$ cat config.mk
export PLATFORM = sky130hd
export DESIGN_NAME = hazard_ctrl
export DESIGN_NICKNAME = d
export VERILOG_FILES = /design/src/rtl/hazard_pkg.sv /design/src/rtl/hazard_scoreboard.sv /design/src/rtl/hazard_ctrl.sv
export SDC_FILE = /design/constraint.sdc
export NUM_CORES = 1
export LEC_CHECK = 0
export ABC_AREA = 1
export CAP_MARGIN = 15
export CORE_MARGIN = 1
export CORE_UTILIZATION = 39
export CTS_BUF_LIST = sky130_fd_sc_hd__clkbuf_16
export DETAILED_ROUTE_END_ITERATION = 7
export DONT_BUFFER_PORTS = 1
export PLACE_DENSITY = 0.54
export SYNTH_ARGS = -nofsm -noshare
export SYNTH_HDL_FRONTEND = slang
export SYNTH_HIERARCHICAL = 1
export SYNTH_SLANG_ARGS = --single-unit
export TNS_END_PERCENT = 50
$ cat constraint.sdc
create_clock -name i_clk -period 2.6 [get_ports i_clk]
set_input_delay 0.65 -clock i_clk [delete_from_list [all_inputs] [get_ports i_clk]]
set_output_delay 0.65 -clock i_clk [all_outputs]
set_load 0.05 [all_outputs]
$ cat src/rtl/hazard_pkg.sv
// Shared types and sizing for the pipeline hazard/sequencing controller.
package hazard_pkg;

  localparam int unsigned REG_W  = 4;
  localparam int unsigned NREG   = 16;
  localparam int unsigned PEND_W = 2;

  localparam logic [REG_W-1:0] R0 = '0;

  typedef enum logic [1:0] {
    ST_RUN    = 2'd0,
    ST_DRAIN  = 2'd1,
    ST_HALTED = 2'd2
  } state_t;

  // Load currently sitting in EX (source of a load-use bubble)
  typedef struct packed {
    logic             valid;
    logic [REG_W-1:0] rd;
  } ld_trk_t;

endpackage

$ cat src/rtl/hazard_scoreboard.sv
// Per-register pending-write counters. R0 is never counted.
// Simultaneous increment and decrement of one register cancel out;
// overflow/underflow are protocol errors that saturate.
module hazard_scoreboard
  import hazard_pkg::*;
#(
  parameter int unsigned P_NREG   = NREG,
  parameter int unsigned P_PEND_W = PEND_W
) (
  input  logic              i_clk,
  input  logic              i_rst,
  input  logic              i_inc_en,
  input  logic [REG_W-1:0]  i_inc_reg,
  input  logic              i_dec_en,
  input  logic [REG_W-1:0]  i_dec_reg,
  output logic [P_NREG-1:0] o_pending,
  output logic              o_all_clear
);

  localparam logic [P_PEND_W-1:0] CNT_MAX = '1;

  logic [P_PEND_W-1:0] r_cnt     [P_NREG];
  logic [P_PEND_W-1:0] w_cnt_nxt [P_NREG];
  logic [P_NREG-1:0]   w_inc_hit;
  logic [P_NREG-1:0]   w_dec_hit;

  // One-hot decode of increment/decrement targets, R0 excluded
  always_comb begin
    w_inc_hit = '0;
    w_dec_hit = '0;
    for (int i = 1; i < int'(P_NREG); i++) begin
      w_inc_hit[i] = i_inc_en && (i_inc_reg == REG_W'(i));
      w_dec_hit[i] = i_dec_en && (i_dec_reg == REG_W'(i));
    end
  end

  // Saturating next count per register
  always_comb begin
    for (int i = 0; i < int'(P_NREG); i++) begin
      w_cnt_nxt[i] = r_cnt[i];
      if (w_inc_hit[i] && !w_dec_hit[i] && (r_cnt[i] != CNT_MAX)) begin
        w_cnt_nxt[i] = r_cnt[i] + P_PEND_W'(1);
      end else if (!w_inc_hit[i] && w_dec_hit[i] && (r_cnt[i] != '0)) begin
        w_cnt_nxt[i] = r_cnt[i] - P_PEND_W'(1);
      end
    end
  end

  // Counter registers
  always_ff @(posedge i_clk) begin
    if (i_rst) begin
      for (int i = 0; i < int'(P_NREG); i++) r_cnt[i] <= '0;
    end else begin
      for (int i = 0; i < int'(P_NREG); i++) r_cnt[i] <= w_cnt_nxt[i];
    end
  end

  // Pending vector and drain indication
  always_comb begin
    for (int i = 0; i < int'(P_NREG); i++) o_pending[i] = (r_cnt[i] != '0);
    o_all_clear = ~|o_pending;
  end

`ifndef SYNTHESIS
  // Overflow/underflow of a counter means the pipeline lost track of a write
  always_ff @(posedge i_clk) begin
    if (!i_rst) begin
      for (int i = 0; i < int'(P_NREG); i++) begin
        if (w_inc_hit[i] && !w_dec_hit[i]) assert (r_cnt[i] != CNT_MAX);
        if (w_dec_hit[i] && !w_inc_hit[i]) assert (r_cnt[i] != '0);
      end
    end
  end
`endif

endmodule

$ cat src/rtl/hazard_ctrl.sv
// Pipeline sequencing controller: stall/bubble/flush/freeze and halt drain.
// Build option FORWARDING_EN: with EX/MEM and MEM/WB forwarding only a
// load in EX creates a hazard; otherwise any pending write to a source does.
module hazard_ctrl
  import hazard_pkg::*;
(
  input  logic             i_clk,
  input  logic             i_rst,
  input  logic             i_id_valid,
  input  logic             i_id_rdEn1,
  input  logic [REG_W-1:0] i_id_rdReg1,
  input  logic             i_id_rdEn2,
  input  logic [REG_W-1:0] i_id_rdReg2,
  input  logic             i_id_wrEn,
  input  logic [REG_W-1:0] i_id_wrReg,
  input  logic             i_id_memRd,
  input  logic             i_id_hlt,
  input  logic             i_ex_redirect,
  input  logic             i_wb_wrEn,
  input  logic [REG_W-1:0] i_wb_wrReg,
  input  logic             i_mem_busy,
  output logic             o_issue,
  output logic             o_stall,
  output logic             o_bubble,
  output logic             o_flush,
  output logic             o_freeze,
  output logic             o_hlt
);

  state_t          r_state;
  state_t          w_state_nxt;
  logic            r_init_mask;
  ld_trk_t         r_ld_trk;
  logic [NREG-1:0] w_pending;
  logic            w_all_clear;
  logic            w_active;
  logic            w_upd;
  logic            w_src1_hz;
  logic            w_src2_hz;
  logic            w_hazard;
  logic            w_inc_en;
  logic            w_dec_en;

  // Outputs stay quiet during reset and the cycle right after it
  assign w_active = ~i_rst & ~r_init_mask;
  assign w_upd    = w_active & ~i_mem_busy;

`ifdef FORWARDING_EN
  assign w_src1_hz = i_id_rdEn1 && (i_id_rdReg1 != R0) &&
                     r_ld_trk.valid && (i_id_rdReg1 == r_ld_trk.rd);
  assign w_src2_hz = i_id_rdEn2 && (i_id_rdReg2 != R0) &&
                     r_ld_trk.valid && (i_id_rdReg2 == r_ld_trk.rd);
`else
  assign w_src1_hz = i_id_rdEn1 && (i_id_rdReg1 != R0) && w_pending[i_id_rdReg1];
  assign w_src2_hz = i_id_rdEn2 && (i_id_rdReg2 != R0) && w_pending[i_id_rdReg2];
`endif

  assign w_hazard = i_id_valid & (w_src1_hz | w_src2_hz);

  assign w_inc_en = o_issue & i_id_wrEn & (i_id_wrReg != R0);
  assign w_dec_en = w_upd & i_wb_wrEn & (i_wb_wrReg != R0);

  hazard_scoreboard #(
    .P_NREG   (NREG),
    .P_PEND_W (PEND_W)
  ) u_scoreboard (
    .i_clk       (i_clk),
    .i_rst       (i_rst),
    .i_inc_en    (w_inc_en),
    .i_inc_reg   (i_id_wrReg),
    .i_dec_en    (w_dec_en),
    .i_dec_reg   (i_wb_wrReg),
    .o_pending   (w_pending),
    .o_all_clear (w_all_clear)
  );

  // Halt state and init-mask registers
  always_ff @(posedge i_clk) begin
    if (i_rst) begin
      r_state     <= ST_RUN;
      r_init_mask <= 1'b1;
    end else begin
      r_state     <= w_state_nxt;
      r_init_mask <= 1'b0;
    end
  end

  // Priority resolution (freeze > redirect > hazard > issue) and halt FSM
  always_comb begin
    w_state_nxt = r_state;
    o_issue     = 1'b0;
    o_stall     = 1'b0;
    o_bubble    = 1'b0;
    o_flush     = 1'b0;
    o_freeze    = 1'b0;
    o_hlt       = 1'b0;
    if (w_active) begin
      unique case (r_state)
        ST_RUN: begin
          if (i_mem_busy) begin
            o_freeze = 1'b1;
            o_stall  = 1'b1;
          end else if (i_ex_redirect) begin
            o_flush  = 1'b1;
            o_bubble = 1'b1;
          end else if (w_hazard) begin
            o_stall  = 1'b1;
            o_bubble = 1'b1;
          end else if (i_id_valid) begin
            o_issue = 1'b1;
            if (i_id_hlt) w_state_nxt = ST_DRAIN;
          end
        end
        ST_DRAIN: begin
          if (i_mem_busy) begin
            o_freeze = 1'b1;
            o_stall  = 1'b1;
          end else begin
            o_stall  = 1'b1;
            o_bubble = 1'b1;
            if (w_all_clear) w_state_nxt = ST_HALTED;
          end
        end
        ST_HALTED: begin
          o_hlt = 1'b1;
          if (i_mem_busy) begin
            o_freeze = 1'b1;
            o_stall  = 1'b1;
          end else begin
            o_stall  = 1'b1;
            o_bubble = 1'b1;
          end
        end
        default: w_state_nxt = ST_RUN;
      endcase
    end
  end

  // EX-load tracker: follows the instruction entering EX, cleared by a bubble
  always_ff @(posedge i_clk) begin
    if (i_rst) begin
      r_ld_trk <= '0;
    end else if (w_upd) begin
      if (o_bubble) begin
        r_ld_trk <= '0;
      end else begin
        r_ld_trk <= '{valid: o_issue & i_id_memRd & i_id_wrEn & (i_id_wrReg != R0),
                      rd:    i_id_wrReg};
      end
    end
  end

`ifndef SYNTHESIS
  // Halt is the youngest instruction, so nothing may redirect behind it;
  // a load in EX must also be counted by the scoreboard
  always_ff @(posedge i_clk) begin
    if (!i_rst && !r_init_mask) begin
      if (r_state != ST_RUN) assert (!i_ex_redirect);
      if (r_ld_trk.valid) assert (w_pending[r_ld_trk.rd]);
    end
  end
`endif

endmodule

Yosys cells after proc, flatten, opt, wreduce, memory -nomap -nowiden
Memory sizes are Yosys's and may differ from the RTL's.
Cells that the tools add are included.
Widths: inputs -> output; s select.
- output and inout port bits: 6
- memory bits (writable): 32
- bits of input ports: 27
- logic and storage cells: 352
- memories: 1
- register bits after elaboration: 3
- memories (memory ; words ; bits a word ; rd ports ; clocked after Yosys merged registers in ; wr ports ; line ; text):
    u_scoreboard.r_cnt ; 16 ; 2 ; 16 ; 0 ; 16 ; hazard_scoreboard.sv:22 ; logic [P_PEND_W-1:0] r_cnt [P_NREG];
- $add $sub $neg: 30
- magnitude comparators: 2
- eq/ne operators: 54
- reductions and logical operators: 149
- bitwise operators: 28
- muxes and demuxes: 86
- operator list (cell ; count):
    $mux 2 ; 53
    $logic_and 1x1->1 ; 94
    $eq 4x4->1 const B ; 16
    $ne 2x2->1 const B ; 22
    $eq 4x3->1 const B ; 8
    $reduce_bool 2->1 ; 16
    $add 2x1->2 const B ; 15
    $logic_not 1->1 ; 30
    $sub 2x1->2 const B ; 15
    $mux 1 ; 28
    $or 1x1->1 ; 17
    $eq 4x2->1 const B ; 4
    $reduce_bool 4->1 ; 4
    $reduce_or 16->1 ; 1
    $lt 4x5->1 const B ; 2
    $reduce_and 9->1 ; 1
    $bmux 1 s4 ; 2
    $eq 4x1->1 const B ; 2
    $and 1x1->1 ; 7
    $pmux 2 s3 ; 1
    $not 1->1 ; 4
    $pmux 1 s2 ; 2
    $reduce_or 3->1 ; 1
    $eq 2x1->1 const B ; 1
    3 further kinds ; 3

Logic depth before layout (Yosys ltp)
Gate-level depths: netlist of run 1.
An unclocked memory read counts as a cell.
- depth after elaboration: 21
- depth in mapped cells: 24
- gate-level depth less buffers: 23

By module
Netlist of run 1, hierarchy kept.
- modules (own cells, without submodules) (module ; cells each ; area an instance (um2) ; instances ; seq. area each (um2)):
    hazard_scoreboard ; 352 ; 1973.1 ; 1 ; 600.6
    hazard_ctrl ; 158 ; 795.8 ; 1 ; 60.1

Least setup slack after synthesis of run 1
No wires, ideal clock.
- path type: input -> output
- start point: in i_id_rdReg2[0]
- end point: out o_bubble
- arrival time: 2.157 ns
- data required time: 1.950 ns
- stages on the path: 12
- buffers on the path: 1
- path slack: -0.207 ns
- cell sequence: buf_6 -> inv_4 -> nand2_1 -> nand3_1 -> nand2_1 -> nand2_1 -> nand3_1 -> nand2_1 -> nand2_1 -> nand2_2 -> nand2_4 -> a31oi_1
- cells in the longest elaborated chain, start to end: 10
- elaborated cells on any way between the ends: 12
- those cells by class: 7 x mux; 2 x bitwise; 3 x reduce/logical
- RTL lines (element ; line ; text):
    from (decl) ; hazard_ctrl.sv:13 ; input logic [REG_W-1:0] i_id_rdReg2,
    $bmux 1 s4 or $reduce_bool 4->1 (tied branches) ; hazard_ctrl.sv:55 ; assign w_src2_hz = i_id_rdEn2 && (i_id_rdReg2 != R0) && w_pending[i_id_rdReg2];
    $mux 1 (implied by the code) or $logic_and 1x1->1 (tied branches) ; hazard_ctrl.sv:55 ;
    $logic_and 1x1->1 (*) ; hazard_ctrl.sv:55 ;
    $or 1x1->1 (*) ; hazard_ctrl.sv:58 ; assign w_hazard = i_id_valid & (w_src1_hz | w_src2_hz);
    $and 1x1->1 (*) ; hazard_ctrl.sv:58 ;
    $mux 1 (*) ; hazard_ctrl.sv:106 ; end else if (w_hazard) begin
    $mux 1 (*) ; hazard_ctrl.sv:103 ; end else if (i_ex_redirect) begin
    $mux 1 (*) ; hazard_ctrl.sv:100 ; if (i_mem_busy) begin
    $pmux 1 s2 (*) ; hazard_ctrl.sv:98 ; unique case (r_state)
    $mux 1 (*) ; hazard_ctrl.sv:97 ; if (w_active) begin
    to (decl) ; hazard_ctrl.sv:24 ; output logic o_bubble,
Every way passes the cells marked *; elsewhere a longest branch is shown, timed or not. The select of a mux whose other input is x is not followed.

==> results.yml, run 1 <==
run_status:
  status: "completed"
sta:
  finalHoldViolCount: 0
  timing.hold.ws_ns: 0.401
  finalSetupViolCount: 0
  period_share: 0.967
  fin_ws_ns: 0.0871
  min_period_ns: 2.51
  finalSetupTns_ns: 0
  skew_ns: 0.00293
  worst_pin_slew_ns: 0.824
  drv_slew: 0
  fmax_mhz: 398
  rsz0062_at_grt: "yes"
  relSlewSlack: 0.450
routing:
  wl_per_cell_um: 12.1
  vias: 3101
  drc: 0
  ant_nets: 0
  vias_per_cell: 4.85
  wl_um: 7710
  dr.pass1.iters: 5
  first_iter_violations: 162
synth:
  yosys_warnings: 6
  yosysSeqAreaShare: 0.239
  syn_area_per_cell_um2: 5.43
  synth_area_um2: 2770
  synth_nets: 543
  yosys.area_share.adder: 0.0271
  synthSimpleGateAreaFrac: 0.488
  synth_compound_area_frac: 0.108
  syn_inst: 510
  ys_ff_latch: 33
  synth_cell_types: 27
  synth_top_family_by_area: "simple AND/OR/NAND/NOR gates"
  synth-xor-area-share: 0
  synth_mux_area_frac: 0
critical_path:
  crit_family: "simple AND/OR/NAND/NOR gates"
  cp-start-kind: "flip-flop"
  cp_common_cell: "nand2_4"
  crit_chain: "inv_1 > nand2_4 > inv_1 > nand2_1 > nand3_1 > nand3_1 > nand3_2 > nand2_2 > nand2_4 > buf_6 > nand2_4 > nand2_4 > a31oi_4 > buf_6"
  cp.arrival_ns: 1.86
  required_ns: 1.95
  slowest_stage: "dfxtp_2"
  crit_type: "reg2out"
  crit_path_max_incr_delay_ns: 0.34
  critPathMaxFanout: 4
  critPathCaptureType: "output pin"
  crit_buf_inv: 4
die:
  dieWidth_um: 86.3
  fp.dieH_um: 86.3
  ios: 33
  rows: 30
  die_area_um2: 7440
  start_util: 0.405
  core-area_um2: 6830
global_routing:
  grt_pass1_vias: 2854
  grt_max_degree: 24
  grt_pass1_wl_um: 12600
  grtUsageTotal: 0.216
  gr-total-overflow: 0
  antenna_found_initial: 0
power:
  power_density_nw_per_um2: 370
  p_sw_uw: 302
  p_int_uw: 996
  p_leak_uw: 0.00152
  vdd_ir_drop_max_v: 0.000324
  pwr-share-clk: 0.509
  switching_share: 0.233
  p_comb_frac: 0.100
  seqPwrFrac: 0.392
cts:
  clk_pin_slew_ns: 0.05
  cts_made_buffers: 5
  cts.htree.levels: 2
  postCtsHoldBufs: 0
  clockBufferDepth: 2
  clock_sinks: 33
  clockRootBuffer: "clkbuf_16"
  clkLatencyLatePin_ns: 0.27
  cts_tree: "done"
finish:
  syn2layout_area_growth_pct: 26.6
  drive_gt1_frac: 0.243
  final_cell_area_um2: 3510
  final_nets: 575
  multi_input_area_um2: 1950
  diodes: 0
  fill_cells: 744
  seq_area_um2: 689
placement:
  dp_hpwl_um: 5810
  io_buffers: 0
  gp_congestion: 0.849
  place_area_um2: 3010
  pre_cts_ws_ns: -0.146
worst_hold_path:
  hold_path.class: "in2reg"
run:
  maxCapViolCount: 0
metal layers:
metal  vias up  global-route usage  routed length, um
met5         -                   0                  0
met4         0              0.0636                163
met3        15              0.0448                384
met2        50               0.361               3570
met1      1362               0.279               3590
li1       1674                   -                  -
through the flow:
stage                     total power [uW]  cells  utilization
final                                 1300    639        0.513
after global routing                  1350    639        0.513
after CTS                             1300    627        0.470
after detailed placement               630    619        0.440
after global placement                 630    619        0.440
after floorplan                        614    510            -
cells by family (layout without fill, tap and decap cells):
group,count (synthesis),count (layout)
simple gates,322,322
other cells,1,1
fa+ha+maj,6,6
flops,33,33
buf+inv,93,126
compound gates,55,55
path summary, 6_finish.rpt:
check / startpoint / end / slack [ns] / cells past startpoint
worst min register to register: u_scoreboard/r_cnt[5][1]$_SDFFE_PP0P_ / u_scoreboard/r_cnt[5][1]$_SDFFE_PP0P_ / 0.46 / 2
worst min-delay path: i_rst / r_init_mask$_DFF_P_ / 0.40 / 0
worst max register to register: u_scoreboard/r_cnt[6][1]$_SDFFE_PP0P_ / u_scoreboard/r_cnt[5][2]$_SDFFE_PP0P_ / 0.18 / 20
worst max-delay path: u_scoreboard/r_cnt[5][1]$_SDFFE_PP0P_ / o_bubble / 0.09 / 14
power by group through the flow:
stage          registers, uW  clock network, uW  logic, uW
2_1_floorplan            519                  0       94.5
3_3_place_gp             519                  0        110
3_5_place_dp             519                  0        111
4_1_cts                  508                676        113
5_1_grt                  508                698        144
6_report                 508                660        129
state kept, by name, indices dropped and copies added (netlist names):
register            count
u_scoreboard/r_cnt     30
r_state                 2
r_init_mask             1
cells in the mapped netlist (all sizes together):
master / n / area share
a21oi: 28 / 0.051
a221oi: 1 / 0.0054
a31oi: 9 / 0.020
a41oi: 1 / 0.0032
buf: 4 / 0.014
clkbuf: 3 / 0.0041
conb: 1 / 0.0014
dfxtp: 33 / 0.24
ha: 6 / 0.027
inv: 86 / 0.12
nand2: 169 / 0.23
nand3: 73 / 0.13
nand3b: 1 / 0.0027
nand4: 2 / 0.0045
nor2: 65 / 0.090
nor3: 3 / 0.0054
nor4: 4 / 0.0090
o21ai: 16 / 0.029
or2: 5 / 0.011
what timing repair did:
item	CTS	global route
gates resized for setup	16	85
pin swaps	0	35
buffers inserted	0	12
endpoints found under the setup margin	10	28
final cells by class:
type,instances,share of cell area
Inverter,86,0.0942
Clock inverter,3,0.0107
Multi-Input combinational cell,384,0.556
Timing Repair Buffer,32,0.0728
Sequential cell,33,0.197
Tap cell,96,0.0343
Clock buffer,5,0.0357
cell usage in the layout, fill, tap and decap left out, types with 2 or more instances in the layout:
master	netlist	final
a21oi_1	28	28
a31oi_1	9	7
buf_4	2	28
buf_6	2	4
clkbuf_16	0	5
dfxtp_1	33	10
dfxtp_2	0	23
ha_1	6	6
inv_1	83	68
inv_2	1	16
inv_4	2	3
nand2_1	166	148
nand2_2	2	12
nand2_4	1	9
nand3_1	73	64
nand3_2	0	8
nand4_1	2	2
nor2_1	63	50
nor2_2	2	12
nor2_4	0	3
nor3_1	3	3
nor4_1	4	4
o21ai_0	15	15
or2_4	0	4
Power figures use the tool's default switching activity.
==> run 2: changes to the inputs <==
--- a/config.mk
+++ b/config.mk
@@ -6,15 +6,16 @@
 export NUM_CORES = 1
 export LEC_CHECK = 0
 export ABC_AREA = 1
+export BUFFER_PORTS_ARGS = -buffer_cell sky130_fd_sc_hd__buf_4
 export CAP_MARGIN = 15
+export CELL_PAD_IN_SITES_DETAIL_PLACEMENT = 1
+export CELL_PAD_IN_SITES_GLOBAL_PLACEMENT = 1
 export CORE_MARGIN = 1
 export CORE_UTILIZATION = 39
 export CTS_BUF_LIST = sky130_fd_sc_hd__clkbuf_16
 export DETAILED_ROUTE_END_ITERATION = 7
-export DONT_BUFFER_PORTS = 1
-export PLACE_DENSITY = 0.54
+export PLACE_DENSITY = 0.81
 export SYNTH_ARGS = -nofsm -noshare
 export SYNTH_HDL_FRONTEND = slang
 export SYNTH_HIERARCHICAL = 1
 export SYNTH_SLANG_ARGS = --single-unit
-export TNS_END_PERCENT = 50
==> results.yml, run 2 (synthesized netlist as in run 1, its figures left out) <==
global_routing:
  grtUsageTotal: 0.254
  grt_pass1_vias: 3401
  grt_pass1_wl_um: 15000
  antenna_found_initial: 0
  gr-total-overflow: 0
  grt_max_degree: 19
finish:
  syn2layout_area_growth_pct: 33.1
  final_nets: 601
  drive_gt1_frac: 0.258
  final_common_cell: "nand2_1"
  biggestRegsByFlops: "u_scoreboard/r_cnt: 30 flops, r_state: 2 flops, r_init_mask: 1 flops"
  mostFrequentLayoutCells: "148 x nand2_1, 71 x inv_1, 71 x nand3_1"
  final_cells: 665
  top_register: "u_scoreboard/r_cnt"
  largest_reg_flops: 30
  diodes: 0
placement:
  dp_hpwl_um: 7240
  gp_congestion: 0.889
  dpl.cell_count: 653
  io_buffers: 31
die:
  ios: 33
  die_area_um2: 7440
  rows: 30
  core-area_um2: 6830
  fp.dieH_um: 86.3
  dieWidth_um: 86.3
  start_util: 0.405
cts:
  clk_pin_slew_ns: 0.05
  cts.htree.levels: 2
  clkLatencyLatePin_ns: 0.28
  clockBufferDepth: 2
  cts_made_buffers: 5
  cts_tree: "done"
  clock_sinks: 33
  clockRootBuffer: "clkbuf_16"
  postCtsHoldBufs: 0
critical_path:
  required_ns: 1.95
  critPathCaptureType: "output pin"
  r2r-start: "u_scoreboard/r_cnt[6][3]$_SDFFE_PP0P_"
  ff2ff_path_depth: 18
  crit_type: "reg2out"
  r2r_slack_ns: 0.10
  cp.arrival_ns: 1.90
  critPathMaxFanout: 5
  timing.rr.end: "u_scoreboard/r_cnt[3][2]$_SDFFE_PP0P_"
  cp-start-kind: "flip-flop"
run_status:
  status: "completed"
power:
  pwr-share-clk: 0.452
  switching_share: 0.273
  seqPwrFrac: 0.398
  vdd_ir_drop_max_v: 0.000353
  p_leak_uw: 0.00163
  fin_total_pwr_uw: 1270
  power_density_nw_per_um2: 345
  p_sw_uw: 347
  p_int_uw: 924
  p_comb_frac: 0.150
sta:
  period_share: 0.982
  finalSetupViolCount: 0
  rsz0062_at_grt: "yes"
  drv_slew: 0
  fmax_mhz: 392
  min_period_ns: 2.55
  finalHoldViolCount: 0
  skew_ns: 0.00539
worst_hold_path:
  whs_path_depth: 2
  hp-start: "u_scoreboard/r_cnt[7][1]$_SDFFE_PP0P_"
  min_to: "u_scoreboard/r_cnt[7][1]$_SDFFE_PP0P_"
  hold_path.class: "reg2reg"
routing:
  ant_nets: 0
  drc: 0
  vias_per_cell: 5.14
  wl_um: 9410
  wl_per_cell_um: 14.2
  dr.pass1.iters: 4
  vias: 3418
  first_iter_violations: 134
run:
  maxCapViolCount: 0
[run 2: cell types whose count changed in the layout (fill, tap and decap cells not counted), sizes merged]
cell,previous run,this run
buf,32,58
clkinv,1,3
bufinv,1,0
inv,87,86
[run 2: how the worst max path moves through the flow]
| stage | startpoint | to | slack, ns | cells after the start |
|---|---|---|---|---|
| floorplan | i_id_rdReg1[0] | u_scoreboard/r_cnt[4][2]$_SDFFE_PP0P_ | 0.005 | 19 |
| global placement | i_id_rdReg1[0] | u_scoreboard/r_cnt[2][2]$_SDFFE_PP0P_ | -0.20 | 16 |
| detailed placement | i_id_rdReg1[0] | u_scoreboard/r_cnt[2][0]$_SDFFE_PP0P_ | -0.32 | 16 |
| CTS | i_id_rdReg1[0] | o_stall | 0.02 | 12 |
| global route | u_scoreboard/r_cnt[6][3]$_SDFFE_PP0P_ | u_scoreboard/r_cnt[4][0]$_SDFFE_PP0P_ | -0.08 | 18 |
| finish | u_scoreboard/r_cnt[6][3]$_SDFFE_PP0P_ | o_issue | 0.05 | 12 |
[run 2: cell type report]
type / instances / area, um2
clock buffers: 5 / 125
multi-input cells: 384 / 1940
repair buffers: 58 / 462
clock inverters: 3 / 12.5
flip-flops and latches: 33 / 688
well taps: 96 / 120
fillers: 998 / 3150
inverters: 86 / 333
[run 2: timing repair]
| action | 4_1_cts | 5_1_grt |
|---|---|---|
| pin swaps | 1 | 16 |
| hold endpoints to repair | 0 | 0 |
| gates resized for setup | 15 | 83 |
| buffers inserted | 0 | 4 |
| endpoints found under the setup margin | 11 | 30 |
[run 2: through the flow]
step           hold WS, ns  utilization  TNS [ns]  setup slack, ns  instance area (um2)
3_5_place_dp         0.486        0.478     -4.82           -0.322                 3270
3_3_place_gp         0.468        0.478     -1.90           -0.196                 3270
2_1_floorplan        0.448            -         0          0.00535                 2790
6_report             0.492        0.539         0           0.0465                 3680
4_1_cts              0.497        0.505         0           0.0177                 3450
5_1_grt              0.515        0.539    -0.642          -0.0820                 3680
[run 2: worst max-delay path, cell delays in order (launching register included)]
cell and delay, ns:
dfxtp_2 0.33, or2_4 0.28, nand2_2 0.08, nand2_2 0.04, nand2_1 0.06, nand3_1 0.08
nand3_1 0.10, nand2_1 0.07, nand2_2 0.09, nand4_1 0.15, inv_4 0.13, buf_6 0.10
buf_8 0.13
[run 2: power groups by stage]
stage               logic [uW]  registers [uW]  clock network, uW
finish                     191             506                574
global route               210             506                603
CTS                        178             508                581
detailed placement         175             519                  0
global placement           170             519                  0
floorplan                 94.9             519                  0
[run 2: metal layers]
layer  wire [um]  global-route usage  vias to the layer above
li1            -                   -                     1733
met1        4210               0.312                     1629
met2        4780               0.444                       38
met3         211              0.0390                       18
met4         210               0.100                        0
met5           0                   0                        -
==> run 3: changes to the inputs <==
--- a/config.mk
+++ b/config.mk
@@ -15,6 +15,7 @@
 export CTS_BUF_LIST = sky130_fd_sc_hd__clkbuf_16
 export DETAILED_ROUTE_END_ITERATION = 7
 export PLACE_DENSITY = 0.81
+export RECOVER_POWER = 100
 export SYNTH_ARGS = -nofsm -noshare
 export SYNTH_HDL_FRONTEND = slang
 export SYNTH_HIERARCHICAL = 1
==> constraint.sdc (replaced) <==
create_clock -name i_clk -period 2.6 [get_ports i_clk]
set_input_delay 0.65 -clock i_clk [delete_from_list [all_inputs] [get_ports i_clk]]
set_output_delay 0.65 -clock i_clk [all_outputs]
set_load 0.02 [all_outputs]
==> results.yml, run 3 (synthesized netlist as in run 1, its figures left out) <==
sta:
  period_share: 0.980
  worst_pin_slew_ns: 0.518
  finalHoldViolCount: 0
  fmax_mhz: 393
  min_period_ns: 2.55
  relSlewSlack: 0.652
  finalSetupViolCount: 0
  drv_slew: 0
  skew_ns: 0.00614
  rsz0062_at_grt: "yes"
cts:
  clockBufferDepth: 2
  clock_sinks: 33
  clockRootBuffer: "clkbuf_16"
  postCtsHoldBufs: 0
  clkLatencyLatePin_ns: 0.28
  cts_made_buffers: 5
  cts_tree: "done"
  clk_pin_slew_ns: 0.05
  cts.htree.levels: 2
die:
  ios: 33
  core-area_um2: 6830
  die_area_um2: 7440
  rows: 30
  start_util: 0.405
  fp.dieH_um: 86.3
  dieWidth_um: 86.3
routing:
  vias_per_cell: 5.13
  ant_nets: 0
  wl_um: 9500
  dr.pass1.iters: 4
  wl_per_cell_um: 14.1
  drc: 0
  vias: 3445
  first_iter_violations: 170
finish:
  diodes: 0
  top_register: "u_scoreboard/r_cnt"
  drive_gt1_frac: 0.264
  biggestRegsByFlops: "u_scoreboard/r_cnt: 30 flops, r_state: 2 flops, r_init_mask: 1 flops"
  mostFrequentLayoutCells: "150 x nand2_1, 68 x nand3_1, 65 x inv_1"
  largest_reg_flops: 30
  final_cells: 672
  final_cell_area_um2: 3650
  final_common_cell: "nand2_1"
  syn2layout_area_growth_pct: 31.9
  final_nets: 608
global_routing:
  antenna_found_initial: 0
  grt_pass1_vias: 3337
  grt_pass1_wl_um: 15000
  grt_max_degree: 20
  gr-total-overflow: 0
  grtUsageTotal: 0.257
power:
  switching_share: 0.258
  vdd_ir_drop_max_v: 0.000282
  p_leak_uw: 0.00161
  pwr-share-clk: 0.448
  p_comb_frac: 0.146
  seqPwrFrac: 0.407
  power_density_nw_per_um2: 342
  p_sw_uw: 323
  p_int_uw: 927
  fin_total_pwr_uw: 1250
critical_path:
  cp-start-kind: "primary input"
  cp.arrival_ns: 1.90
  required_ns: 1.95
  critPathCaptureType: "output pin"
  crit_type: "in2out"
  critPathMaxFanout: 9
placement:
  place_area_um2: 3250
  dp_hpwl_um: 7320
  dpl.cell_count: 653
  gp_congestion: 0.850
  io_buffers: 31
run:
  maxCapViolCount: 0
worst_hold_path:
  hold_path.class: "reg2reg"
run_status:
  status: "completed"
==> run 3: cell count changes in the layout (fill, tap and decap cells not counted), moves of 3 or more <==
cell / before / now
buf_4: 52 / 59
dfxtp_1: 15 / 12
dfxtp_2: 16 / 21
inv_1: 71 / 65
inv_2: 12 / 18
nand2_4: 10 / 6
nand3_1: 71 / 68
nand3_2: 2 / 5
nor2_1: 49 / 55
nor2_4: 6 / 2
==> run 3: path summary, 6_finish.rpt <==
kind | startpoint | end | slack (ns) | depth (start not counted)
max | i_id_rdReg1[0] | o_stall | 0.05 | 13
min | u_scoreboard/r_cnt[7][2]$_SDFFE_PP0P_ | u_scoreboard/r_cnt[7][2]$_SDFFE_PP0P_ | 0.49 | 2
max reg2reg | u_scoreboard/r_cnt[4][2]$_SDFFE_PP0P_ | u_scoreboard/r_cnt[5][2]$_SDFFE_PP0P_ | 0.17 | 19
min reg2reg | u_scoreboard/r_cnt[7][2]$_SDFFE_PP0P_ | u_scoreboard/r_cnt[7][2]$_SDFFE_PP0P_ | 0.49 | 2
==> run 3: timing repair <==
item / CTS / global route
endpoints found under the hold margin: 0 / 0
pin swaps: 4 / 17
resized for setup: 21 / 70
setup buffers: 0 / 11
gates cloned: 0 / 0
endpoints found under the setup margin: 4 / 27
==> run 3: stage by stage <==
| step | util | setup WS (ns) | TNS, ns | hold WS (ns) |
|---|---|---|---|---|
| final | 0.534 | 0.0525 | 0 | 0.486 |
| after global routing | 0.534 | -0.0364 | -0.0570 | 0.514 |
| after CTS | 0.503 | 0.000846 | 0 | 0.485 |
| after detailed placement | 0.475 | -0.214 | -2.52 | 0.491 |
| after global placement | 0.475 | -0.122 | -0.937 | 0.472 |
| after floorplan | - | 0.102 | 0 | 0.448 |
==> run 3: layout make-up <==
type / instances / area [um2]
timing repair buffer: 65 / 504
multi-input combinational: 384 / 1870
clock buffer: 5 / 125
fill: 984 / 3180
inverter: 86 / 333
sequential: 33 / 687
tap: 96 / 120
clock inverter: 3 / 12.5
==> run 3: critical path, cell delays in order <==
cell     delay [ns]
buf_12         0.12
buf_4          0.13
nand2_1        0.05
nand3_1        0.07
nand3_1        0.09
nand3_1        0.07
nand2_1        0.07
nand2_2        0.07
buf_6          0.13
nand2_4        0.07
nand2_2        0.05
a31oi_1        0.15
buf_4          0.17
==> run 3: metal layers <==
layer	share of wire	wire length (um)	GRT usage	vias to the layer above
met1	0.43	4090	0.308	1644
li1	-	-	-	1736
met4	0.017	161	0.0727	0
met5	0	0	0	-
met3	0.039	375	0.0362	14
met2	0.51	4870	0.474	51
==> run 3: power groups by stage <==
stage                     sequential, uW  clock, uW  combinational (uW)
after detailed placement             519          0                 166
after CTS                            508        579                 170
final                                508        559                 182
after global routing                 508        603                 201
after floorplan                      519          0                86.6
after global placement               519          0                 162
